**config.mk**
```make
export PLATFORM = sky130hd
export DESIGN_NAME = fg_mask_classifier
export DESIGN_NICKNAME = d
export VERILOG_FILES = /design/src/rtl/bgs_pkg.sv /design/src/rtl/fg_threshold_calc.sv /design/src/rtl/fg_mask_classifier.sv
export SDC_FILE = /design/constraint.sdc
export NUM_CORES = 1
export LEC_CHECK = 0
export ABC_CLOCK_PERIOD_IN_PS = 12970
export CAP_MARGIN = 20
export CORE_MARGIN = 10
export CORE_UTILIZATION = 62
export CTS_BUF_LIST = sky130_fd_sc_hd__clkbuf_8
export DETAILED_ROUTE_END_ITERATION = 7
export PLACE_DENSITY = 0.93
export SKIP_LAST_GASP = 1
export SLEW_MARGIN = 20
export SYNTH_ARGS = -nofsm -noshare
export SYNTH_HDL_FRONTEND = slang
export SYNTH_SLANG_ARGS = --single-unit
```
**constraint.sdc**
```tcl
create_clock -name i_clk -period 12.97 [get_ports i_clk]
set_input_delay 1.297 -clock i_clk [delete_from_list [all_inputs] [get_ports i_clk]]
set_output_delay 1.297 -clock i_clk [all_outputs]
set_load 0.03 [all_outputs]
```
**src/rtl/bgs_pkg.sv**
```systemverilog
// Shared definitions for the background-subtraction pipeline: frame size defaults,
// SRAM model word layout and the classifier state encoding.
package bgs_pkg;

  localparam int H_MAX_DEF = 640;
  localparam int V_MAX_DEF = 480;

  // Word A (even address) holds Q[20:5], i.e. E[x^2], in all 16 bits.
  localparam int WA_EX2_MSB = 15;
  localparam int WA_EX2_LSB = 0;

  // Word B (odd address) holds {Q[4:1], S[12:1]}; the mean is S[12:5].
  localparam int WB_Q_MSB    = 15;
  localparam int WB_Q_LSB    = 12;
  localparam int WB_MEAN_MSB = 11;
  localparam int WB_MEAN_LSB = 4;
  localparam int WB_S_LSB    = 0;

  typedef enum logic [2:0] {
    S_IDLE,
    S_RD_A,
    S_RD_B,
    S_CALC,
    S_OUT
  } state_t;

endpackage

```
**src/rtl/fg_threshold_calc.sv**
```systemverilog
// Combinational foreground decision: variance from E[x^2] and mean, k^2-scaled
// threshold with a floor, and a strict squared-distance comparison.
module fg_threshold_calc #(
  parameter int K_SQ    = 36,
  parameter int MIN_THR = 16
) (
  input  logic [7:0]  gray,
  input  logic [7:0]  mean,
  input  logic [15:0] ex2,
  output logic        fg
);

  logic [15:0]        m2;
  logic [16:0]        diff;
  logic [15:0]        var_c;
  logic [23:0]        prod;
  logic [21:0]        thr_raw;
  logic [21:0]        thr;
  logic signed [8:0]  d;
  logic signed [17:0] d_sq;

  // NOTE: every variable gets a value on every path through always_comb, so no latch is inferred.
  always_comb begin
    m2      = 16'(mean) * 16'(mean);
    diff    = {1'b0, ex2} - {1'b0, m2};
    // A negative variance is rounding noise from the accumulator; treat it as zero.
    var_c   = diff[16] ? '0 : diff[15:0];
    prod    = 24'(var_c) * 24'(K_SQ);
    thr_raw = prod[23:2];
    thr     = (thr_raw < 22'(MIN_THR)) ? 22'(MIN_THR) : thr_raw;
    d       = $signed({1'b0, gray}) - $signed({1'b0, mean});
    d_sq    = 18'(d) * 18'(d);
    fg      = (22'($unsigned(d_sq)) > thr);
  end

endmodule

```
**src/rtl/fg_mask_classifier.sv**
```systemverilog
// Per-pixel foreground classifier: reads the two model words for the pixel from
// SRAM, evaluates the threshold test and streams a registered 1-bit mask out.
module fg_mask_classifier
  import bgs_pkg::*;
#(
  parameter int H_MAX   = H_MAX_DEF,
  parameter int V_MAX   = V_MAX_DEF,
  parameter int ADDR_W  = 20,
  parameter int K_SQ    = 36,
  parameter int MIN_THR = 16
) (
  input  logic              i_clk,
  input  logic              i_rst,
  input  logic              i_valid,
  output logic              o_ready,
  input  logic [7:0]        i_gray,
  input  logic              i_sof,
  input  logic              i_model_ready,
  output logic              o_sram_rd,
  output logic [ADDR_W-1:0] o_sram_addr,
  input  logic [15:0]       i_sram_dq,
  output logic              o_valid,
  input  logic              i_ready,
  output logic              o_fg,
  output logic [7:0]        o_gray,
  output logic [9:0]        o_h,
  output logic [9:0]        o_v
);

  localparam int PIX_N = H_MAX * V_MAX;
  localparam int PIX_W = $clog2(PIX_N);

  state_t           state;
  logic [9:0]       h_cnt, v_cnt;
  logic [PIX_W-1:0] p_cnt;
  logic [9:0]       cur_h, cur_v;
  logic [PIX_W-1:0] cur_p;
  logic             accept;
  logic [15:0]      ex2_q;
  logic             fg_calc;
  logic             unused_dq_bits;

  assign o_ready = (state == S_IDLE);

  // A start-of-frame beat resynchronises the counters on the pixel it arrives with.
  always_comb begin
    accept = i_valid && o_ready;
    cur_h  = i_sof ? '0 : h_cnt;
    cur_v  = i_sof ? '0 : v_cnt;
    cur_p  = i_sof ? '0 : p_cnt;
  end

  // Q[4:1] and the sub-mean bits of S are not needed for the decision.
  assign unused_dq_bits = ^{i_sram_dq[WB_Q_MSB:WB_Q_LSB], i_sram_dq[WB_MEAN_LSB-1:WB_S_LSB]};

  fg_threshold_calc #(
    .K_SQ    (K_SQ),
    .MIN_THR (MIN_THR)
  ) u_thr (
    .gray (o_gray),
    .mean (i_sram_dq[WB_MEAN_MSB:WB_MEAN_LSB]),
    .ex2  (ex2_q),
    .fg   (fg_calc)
  );

  // NOTE: ex2_q is pure datapath, always written before it is read, so it carries no reset.
  always_ff @(posedge i_clk) begin
    if (state == S_RD_B) ex2_q <= i_sram_dq[WA_EX2_MSB:WA_EX2_LSB];
  end

  // NOTE: all state below uses non-blocking assignments so every register samples pre-edge values.
  always_ff @(posedge i_clk) begin
    if (i_rst) begin
      state       <= S_IDLE;
      h_cnt       <= '0;
      v_cnt       <= '0;
      p_cnt       <= '0;
      o_valid     <= 1'b0;
      o_fg        <= 1'b0;
      o_sram_rd   <= 1'b0;
      o_sram_addr <= '0;
      o_gray      <= '0;
      o_h         <= '0;
      o_v         <= '0;
    end else begin
      case (state)
        S_IDLE: begin
          if (accept) begin
            o_gray <= i_gray;
            o_h    <= cur_h;
            o_v    <= cur_v;
            if (cur_h == 10'(H_MAX - 1)) begin
              h_cnt <= '0;
              v_cnt <= (cur_v == 10'(V_MAX - 1)) ? '0 : cur_v + 10'd1;
            end else begin
              h_cnt <= cur_h + 10'd1;
              v_cnt <= cur_v;
            end
            p_cnt <= (cur_p == PIX_W'(PIX_N - 1)) ? '0 : cur_p + PIX_W'(1);
            if (i_model_ready) begin
              state       <= S_RD_A;
              o_sram_rd   <= 1'b1;
              o_sram_addr <= ADDR_W'({cur_p, 1'b0});
            end else begin
              state   <= S_OUT;
              o_fg    <= 1'b0;
              o_valid <= 1'b1;
            end
          end
        end
        S_RD_A: begin
          state       <= S_RD_B;
          o_sram_addr <= {o_sram_addr[ADDR_W-1:1], 1'b1};
        end
        S_RD_B: begin
          state     <= S_CALC;
          o_sram_rd <= 1'b0;
        end
        S_CALC: begin
          state   <= S_OUT;
          o_fg    <= fg_calc;
          o_valid <= 1'b1;
        end
        S_OUT: begin
          if (i_ready) begin
            state   <= S_IDLE;
            o_valid <= 1'b0;
          end
        end
        default: state <= S_IDLE;
      endcase
    end
  end

endmodule

```
==> qor.yml <==
floorplanning:
  total_die_area_sq_um: 24300
  chipHeight_um: 156
  fp.coreArea_sq_um: 18100
  core.rowCount: 49
  effective_utilization_at_floorplan: 0.634
  die_w_um: 156
  floorplan.io_pins: 82
placed_design:
  dp.cells: 1655
  post-dp-hpwl_um: 22100
  gp_congestion: 0.906
  place.port_buffers: 81
routing:
  postRouteAntennaNets: 0
  routed_via_density: 6.05
  remaining_design_rule_violation_count: 0
  finalWirelength_um: 28600
  vias: 10100
  drt_iter0_drc: 1014
  dr.pass1.iters: 6
  wire_per_inst_um: 17.1
worst_setup_path:
  critical_path_required_ns: 13.32
  worst_r2r_endpoint: "o_fg"
  crit_path_frequent_cell: "sky130_fd_sc_hd__fa_1"
  timing.critical_path.slowest_stage_cell: "sky130_fd_sc_hd__clkdlybuf4s50_1"
  end_kind: "register"
  worstPathArrival_ns: 10.91
  critical_path.reg2reg.startpoint: "o_gray[0]"
  worst_path_largest_cell_delay_ns: 0.81
  r2r.worst_path.cells: 36
  timing_worst_setup_path_type: "in -> reg"
  timing.critical_path.fanout_max: 10
  rrSetupSlack_ns: 3.78
  timing.critical_path.from_type: "primary input"
run_status:
  status: "finished, final reports clean"
cells_and_area:
  area_growth_syn_to_layout_pct: 9.68
  insertedDiodeCount: 0
  post_route_cells_drive_above_1_share: 0.0291
  finalNetCount: 1690
  final_common_cell: "sky130_fd_sc_hd__inv_1"
  post_layout_nonfiller_instances: 1671
  layout_common_cells: "sky130_fd_sc_hd__inv_1 (183), sky130_fd_sc_hd__nand2_1 (135), sky130_fd_sc_hd__nor2_1 (131)"
timing:
  tns_ns: 0
  finalHoldViolCount: 0
  timing.hold.ws_ns: 0.459
  finClkSkew_ns: 0.0198
  count_of_pins_over_their_slew_limit: 0
  post-route-min-period_ns: 10.56
  unrepaired_setup_endpoints_after_global_routing: "false"
  maxSlewHeadroom: 0.254
  fmax_mhz: 94.7
  worst-slew-pin-transition_ns: 1.12
  fin_crit_sh: 0.814
  setup_viol_count_final: 0
min_path:
  worst_hold_path.num_cells: 2
  worst_hold_check_path_type: "reg -> reg"
  holdPathEnd: "o_sram_addr[8]"
  min-delay-start: "o_sram_addr[8]"
yosys:
  avgSynthCellArea_sq_um: 8.23
  synth_cell_types: 74
  postSynth.asyncResetShare: 0
  yosysTopAreaCell: "sky130_fd_sc_hd__fa_1"
  flop_and_latch_count_out_of_synthesis: 109
  synth.yosys.warnings: 0
  synth_cells: 1394
  synth_seq_area_share: 0.204
  synth_flop_cell: "sky130_fd_sc_hd__dfxtp_1"
  synth.top_cells.by_area: "sky130_fd_sc_hd__fa_1 (17%), sky130_fd_sc_hd__dfxtp_1 (16%), sky130_fd_sc_hd__ha_1 (14%)"
  synth.net_count: 1647
  post_syn_area_sq_um: 11500
  synth_edf_count: 16
  proportion_of_netlist_area_held_by_the_largest_area_contributor: 0.166
global_route:
  groute.usage.overall: 0.233
  grt_start_max_net_pins: 95
  grt_overflow: 0
  antenna_found_initial: 0
  via_count_of_the_first_global_routing_pass: 9995
  grt_pass1_wl_um: 47300
clock_network:
  tritoncts: "done"
  cts_made_buffers: 9
  cts-root-to-sink-buffers: 2
  cts-resized-gates: 0
  cts_root_buffer: "sky130_fd_sc_hd__clkbuf_8"
  h-tree-depth: 3
  cts.clk_slew.worst_paths_ns: 0.11
  clk_latency_ns: 0.41
  cts_post_setup_buffers_inserted: 0
  hold_buffers: 0
  clock_sinks: 109
flow_run:
  maxCapViolCount: 0
[sequential cells by signal, summed over array words and instances (netlist names), 8 cells and up]
register	count
o_v	10
h_cnt	10
p_cnt	19
ex2_q	16
o_gray	8
o_h	10
o_sram_addr	20
v_cnt	10
[how the worst max path moves through the flow]
stage,start,end,slack (ns)
2_1_floorplan,i_sram_dq[9],o_fg,3.43
3_3_place_gp,i_sram_dq[5],o_fg,2.27
3_5_place_dp,i_sram_dq[4],o_fg,2.13
4_1_cts,i_sram_dq[4],o_fg,2.53
5_1_grt,i_sram_dq[9],o_fg,1.89
6_report,i_sram_dq[4],o_fg,2.41
[critical path: cells and delay by family]
family	cells	cell delay [ns]
xor+xnor	2	0.45
simple gates	4	0.94
compound gates	14	2.95
buf+inv	7	1.50
fa+ha+maj	9	3.76
[per-layer routing]
metal  GRT usage  share of wire  vias up
met3      0.0350          0.064       87
met2       0.393           0.49      410
met5           0              0        -
li1            -              -     4780
met4       0.113          0.045        0
met1       0.286           0.41     4834
[metrics by stage]
step                instance area (sq um)  worst slack (ns)   util
finish                              12600              2.41  0.696
global route                        12600              1.89  0.696
CTS                                 12600              2.53  0.696
detailed placement                  12400              2.13  0.684
global placement                    12400              2.27  0.684
floorplan                           11500              3.43      -
[synthesized netlist by cell type, drive strengths merged, types with 6 or more instances]
cell type  number
o211ai          6
nand2b         26
a21oi         108
dfxtp          93
buf             7
nor2b          18
a211oi          6
a22oi           9
o21bai          9
nand3          37
nor3           21
fa             95
ha            128
nor3b           6
or3             7
and3           18
clkbuf         48
xnor2          29
a32oi          12
xor2           26
o21ai          61
mux2i           6
nor2          132
a31oi           8
inv           182
nand4b          6
edfxtp         16
or4             7
o21a           12
and2           16
nand3b         15
nand2         137
a21o           22
[area by class of cell]
| cell class | count | area [sq um] |
|---|---|---|
| clock buffer | 9 | 124 |
| clock inverter | 7 | 82.6 |
| fill | 1312 | 5500 |
| inverter | 184 | 691 |
| multi-input combinational | 1046 | 8210 |
| sequential | 109 | 2340 |
| tap | 229 | 287 |
| timing repair buffer | 87 | 851 |
[cells by family (layout without fill, tap and decap cells)]
kind of cell               count (synthesis)  count (layout)  synth area share
muxes                                      6               6           0.00523
DFF                                      109             109             0.204
xor gates and xnor gates                  55              55            0.0420
adders and majority gates                223             223             0.305
and+or+nand+nor                          472             472             0.202
buffers and inverters                    239             287            0.0807
AOI/OAI and AO/OA                        290             290             0.161
Power is not shown: default switching activity piles up to over one toggle a cycle in this logic, so the estimate is an artifact.
